--- src/rtl/mem_port_arbiter.sv ---
// Round-robin sequencer for the unified instruction/data memory port.
// One transaction at a time: grant, single-cycle strobe, fixed latency wait, registered ack.
module mem_port_arbiter #(
    parameter int AW      = 64,
    parameter int MEM_LAT = 1
) (
    input  logic          clk,
    input  logic          reset,
    input  logic          i_req,
    input  logic [AW-1:0] i_addr,
    output logic          i_ack,
    output logic [31:0]   i_rdata,
    input  logic          d_req,
    input  logic          d_we,
    input  logic [AW-1:0] d_addr,
    input  logic [63:0]   d_wdata,
    output logic          d_ack,
    output logic [63:0]   d_rdata,
    output logic          mem_en,
    output logic          mem_we,
    output logic [AW-1:0] mem_addr,
    output logic [63:0]   mem_wdata,
    input  logic [63:0]   mem_rdata,
    output logic          busy
);
    typedef enum logic [1:0] {IDLE, ISSUE, WAIT, ACK} state_t;

    state_t        state_reg, state_next;
    logic          owner_reg, owner_next;     // 1 = data port owns the transaction
    logic          store_reg, store_next;
    logic          last_d_reg, last_d_next;   // 1 = data port was granted last
    logic [1:0]    cnt_reg, cnt_next;
    logic          i_ack_reg, i_ack_next;
    logic          d_ack_reg, d_ack_next;
    logic [31:0]   i_rdata_reg, i_rdata_next;
    logic [63:0]   d_rdata_reg, d_rdata_next;
    logic          mem_en_reg, mem_en_next;
    logic          mem_we_reg, mem_we_next;
    logic [AW-1:0] mem_addr_reg, mem_addr_next;
    logic [63:0]   mem_wdata_reg, mem_wdata_next;
    logic          busy_reg, busy_next;
    logic          grant_d;

    // Data wins if it is alone, or on a tie when instruction was granted last.
    assign grant_d = d_req && (!i_req || !last_d_reg);

    always_ff @(posedge clk or posedge reset) begin
        if (reset) begin
            state_reg     <= IDLE;
            owner_reg     <= 1'b0;
            store_reg     <= 1'b0;
            last_d_reg    <= 1'b0;
            cnt_reg       <= '0;
            i_ack_reg     <= 1'b0;
            d_ack_reg     <= 1'b0;
            i_rdata_reg   <= '0;
            d_rdata_reg   <= '0;
            mem_en_reg    <= 1'b0;
            mem_we_reg    <= 1'b0;
            mem_addr_reg  <= '0;
            mem_wdata_reg <= '0;
            busy_reg      <= 1'b0;
        end else begin
            state_reg     <= state_next;
            owner_reg     <= owner_next;
            store_reg     <= store_next;
            last_d_reg    <= last_d_next;
            cnt_reg       <= cnt_next;
            i_ack_reg     <= i_ack_next;
            d_ack_reg     <= d_ack_next;
            i_rdata_reg   <= i_rdata_next;
            d_rdata_reg   <= d_rdata_next;
            mem_en_reg    <= mem_en_next;
            mem_we_reg    <= mem_we_next;
            mem_addr_reg  <= mem_addr_next;
            mem_wdata_reg <= mem_wdata_next;
            busy_reg      <= busy_next;
        end
    end

    always_comb begin
        state_next     = state_reg;
        owner_next     = owner_reg;
        store_next     = store_reg;
        last_d_next    = last_d_reg;
        cnt_next       = cnt_reg;
        i_ack_next     = 1'b0;
        d_ack_next     = 1'b0;
        i_rdata_next   = i_rdata_reg;
        d_rdata_next   = d_rdata_reg;
        mem_en_next    = 1'b0;
        mem_we_next    = 1'b0;
        mem_addr_next  = mem_addr_reg;
        mem_wdata_next = mem_wdata_reg;
        case (state_reg)
            IDLE: begin
                if (i_req || d_req) begin
                    owner_next     = grant_d;
                    last_d_next    = grant_d;
                    store_next     = grant_d && d_we;
                    mem_addr_next  = grant_d ? d_addr : i_addr;
                    mem_wdata_next = grant_d ? d_wdata : '0;
                    // Strobes are registered here so they appear during ISSUE.
                    mem_en_next    = 1'b1;
                    mem_we_next    = grant_d && d_we;
                    state_next     = ISSUE;
                end
            end
            ISSUE: begin
                cnt_next   = 2'(MEM_LAT - 1);
                state_next = WAIT;
            end
            WAIT: begin
                if (cnt_reg == 2'd0) begin
                    if (owner_reg) begin
                        d_rdata_next = store_reg ? 64'd0 : mem_rdata;
                        d_ack_next   = 1'b1;
                    end else begin
                        i_rdata_next = mem_rdata[63:32];
                        i_ack_next   = 1'b1;
                    end
                    state_next = ACK;
                end else begin
                    cnt_next = cnt_reg - 2'd1;
                end
            end
            ACK: begin
                state_next = IDLE;
            end
            default: begin
                state_next = IDLE;
            end
        endcase
        busy_next = (state_next != IDLE);
    end

    assign i_ack     = i_ack_reg;
    assign d_ack     = d_ack_reg;
    assign i_rdata   = i_rdata_reg;
    assign d_rdata   = d_rdata_reg;
    assign mem_en    = mem_en_reg;
    assign mem_we    = mem_we_reg;
    assign mem_addr  = mem_addr_reg;
    assign mem_wdata = mem_wdata_reg;
    assign busy      = busy_reg;
endmodule

--- config.mk ---
export PLATFORM = sky130hd
export DESIGN_NAME = mem_port_arbiter
export DESIGN_NICKNAME = d
export VERILOG_FILES = /design/src/rtl/mem_port_arbiter.sv
export SDC_FILE = /design/constraint.sdc
export NUM_CORES = 1
export LEC_CHECK = 0
export BUFFER_PORTS_ARGS = -buffer_cell sky130_fd_sc_hd__buf_2
export CORE_MARGIN = 3
export CORE_UTILIZATION = 25
export DETAILED_ROUTE_END_ITERATION = 6
export GPL_TIMING_DRIVEN = 0
export PLACE_DENSITY = 0.54
export SKIP_LAST_GASP = 1
export SLEW_MARGIN = 20
export SYNTH_ARGS = -nofsm -noshare
export SYNTH_HDL_FRONTEND = slang
export SYNTH_SLANG_ARGS = --single-unit
--- constraint.sdc ---
create_clock -name clk -period 10.2 [get_ports clk]
set_input_delay 1.53 -clock clk [delete_from_list [all_inputs] [get_ports clk]]
set_output_delay 1.53 -clock clk [all_outputs]
set_load 0.02 [all_outputs]
==> results.py <==
metrics = {
    "cts": {
        "cts_setup_buffers": 0,
        "clockBufferDepth": 3,
        "cts_sinks": 235,
        "htree_levels": 1,
        "clk_latency_ns": 0.55,
        "numCtsBuffers": 28,
        "postCtsResizedCells": 0,
        "clk_pin_slew_ns": 0.06,
        "cts_root_buf": "clkbuf_16",
        "cts_hold_buffers": 0,
        "cts_tree": "yes",
    },
    "setup_path": {
        "cp_num_buf_inv": 1,
        "critical-path-top-delay-family": "flip-flops",
        "startpoint": "mem_wdata[0]",
        "path_max_fanout": 2,
        "critPathArrivalTime_ns": 1.21,
        "critPathCaptureType": "output pin",
        "r2r_start": "state_reg[0]",
        "cp-start-kind": "flop",
        "cp_slowest_stage_delay_ns": 0.45,
        "required_ns": 8.67,
        "crit_chain": "buf_2",
        "path_class": "flop to output pin",
        "slowest_stage": "dfrtp_1",
    },
    "timing": {
        "drv_slew": 0,
        "max_freq_mhz": 365,
        "hold_viol": 0,
        "rsz0062_at_grt": "false",
        "min_period_ns": 2.74,
        "worst_slew_pin_slew_ns": 0.606,
        "finalSetupViolCount": 0,
        "max_slew_margin_pct": 59.6,
        "finClkSkew_ns": 0.0140,
        "min_period_over_period_pct": 26.8,
        "finalSetupTns_ns": 0,
    },
    "final_layout": {
        "final_util_pct": 36.0,
        "layout_common_cells": "buf_2, dfrtp_1, nand2_1",
        "fin_area_mm2": 0.0136,
        "drive_above_1_share_pct": 42.9,
        "finalNetCount": 1663,
        "layout_commonest_cell": "buf_2",
        "area_delta_synth_final_pct": 41.9,
    },
    "power_and_ir_drop": {
        "vdd_drop_max_mv": 0.139,
        "p_per_area_mw_per_mm2": 355,
        "p_leak_nw": 7.11,
    },
    "floorplanning": {
        "io_pins": 490,
        "core-area_mm2": 0.0377,
        "die_w_um": 202,
        "dieArea_mm2": 0.0406,
        "die_h_um": 202,
        "start_util_pct": 25.4,
        "num_rows": 71,
    },
    "worst_hold_path": {
        "hold_path.class": "flop to flop",
        "min-delay-start": "d_rdata[30]",
    },
    "drt": {
        "drt_iter0_drc": 400,
        "via_per_inst": 4.47,
        "drc": 0,
        "post_drt_wl_per_cell_um": 17.9,
        "num_vias": 8598,
        "firstDrtPassIters": 4,
        "wl_um": 34400,
        "ant_nets": 0,
    },
    "logic_synthesis": {
        "syn_nets": 1142,
        "synth.distinct_cells": 30,
        "ys_warn_count": 0,
        "netlist_area_mm2": 0.00956,
        "yosysSeqAreaShare_pct": 61.5,
        "synth-seq-cells": 235,
        "synth_area_per_cell_um2": 10.9,
        "syn_inst": 877,
    },
    "global_route": {
        "grt_pass1_wl_um": 53300,
        "grt_max_degree": 99,
        "grt.overflow.total": 0,
        "grt_use_total_pct": 16.4,
        "antenna_found_initial": 3,
        "grt_pass1_vias": 9245,
    },
    "placed_design": {
        "place.port_buffers": 489,
        "placed_area_mm2": 0.0127,
        "gp_congestion": 0.888,
        "dp_hpwl_um": 26200,
    },
    "run": {
        "maxCapViolations": 0,
    },
    "status": {
        "status": "finished, final reports clean",
    },
}
cells in the mapped netlist:
master | count | share of area, %
mux2_4 | 29 | 4.6
o21ai_2 | 1 | 0.092
or2_2 | 1 | 0.065
and2_1 | 1 | 0.065
clkbuf_1 | 23 | 0.90
inv_1 | 8 | 0.31
a22o_1 | 64 | 5.9
a21o_1 | 3 | 0.24
or2b_2 | 1 | 0.092
buf_12 | 3 | 0.63
buf_1 | 5 | 0.20
or2_1 | 1 | 0.065
o21ai_1 | 1 | 0.052
and3_1 | 1 | 0.065
nand2_1 | 129 | 5.1
buf_6 | 1 | 0.12
ha_1 | 4 | 0.52
mux2_2 | 3 | 0.35
a31oi_1 | 1 | 0.065
nor2_1 | 66 | 2.6
o21ai_0 | 64 | 3.3
a21boi_1 | 1 | 0.079
buf_2 | 29 | 1.5
o2bb2ai_1 | 1 | 0.092
nand2b_1 | 65 | 4.3
a21oi_1 | 128 | 6.7
dfrtp_1 | 235 | 61
buf_4 | 6 | 0.47
a21bo_2 | 1 | 0.10
nand3_1 | 1 | 0.052
worst paths after layout:
check / endpoint / slack [ns] / cells past startpoint
min in group asynchronous: i_rdata[20] / 1.02 / 2
max reg2reg: d_rdata[6] / 8.25 / 8
max in group asynchronous: mem_addr[18] / 8.30 / 3
max: mem_wdata[0] / 7.46 / 1
min: d_rdata[30] / 0.47 / 2
min reg2reg: d_rdata[30] / 0.47 / 2
cells by family (layout without fill, tap and decap cells):
kind of cell	Yosys count	in the layout	synth area share, %
other	0	1	0
DFF	235	235	61.5
and+or+nand+nor	266	266	12.3
AOI/OAI and AO/OA	265	265	16.6
muxes	32	32	4.91
buffers and inverters	75	609	4.15
adders and majority gates	4	4	0.523
stage by stage:
| step | cells | total power, W | hold WS [ns] | worst slack (ns) |
|---|---|---|---|---|
| after detailed placement | 1879 | 0.00391 | 0.467 | 7.05 |
| after global placement | 1877 | 0.00387 | 0.458 | -0.939 |
| after CTS | 1922 | 0.00488 | 0.480 | 7.41 |
| final | 1923 | 0.00482 | 0.473 | 7.46 |
| after global routing | 1922 | 0.00513 | 0.490 | 7.44 |
| after floorplan | 877 | 0.00304 | 0.456 | 2.22 |
final cells by class:
cell class / count / area (um^2)
antenna: 1 / 2.50
buffer: 67 / 367
clock buffer: 38 / 798
clock inverter: 5 / 61.3
fill: 3975 / 24100
inverter: 8 / 37.5
multi-input combinational: 567 / 3290
sequential: 235 / 5880
tap: 511 / 639
timing repair buffer: 491 / 2500
metal layers:
metal  track usage, %  wire (um)  vias to the layer above  part of all wire (%)
li1                 -          -                     4007                     -
met1             20.3      14300                     4135                    41
met2             27.8      16400                      386                    48
met3             4.30       2730                       66                   7.9
met4             5.43        997                        4                   2.9
met5                0         34                        -                 0.099
power by group:
group          total (W)  switching, W  internal, W
logic            0.00224       0.00139     0.000846
registers        0.00162      0.000239      0.00139
clock network   0.000954      0.000390     0.000564
Power figures use the tool's default switching activity.
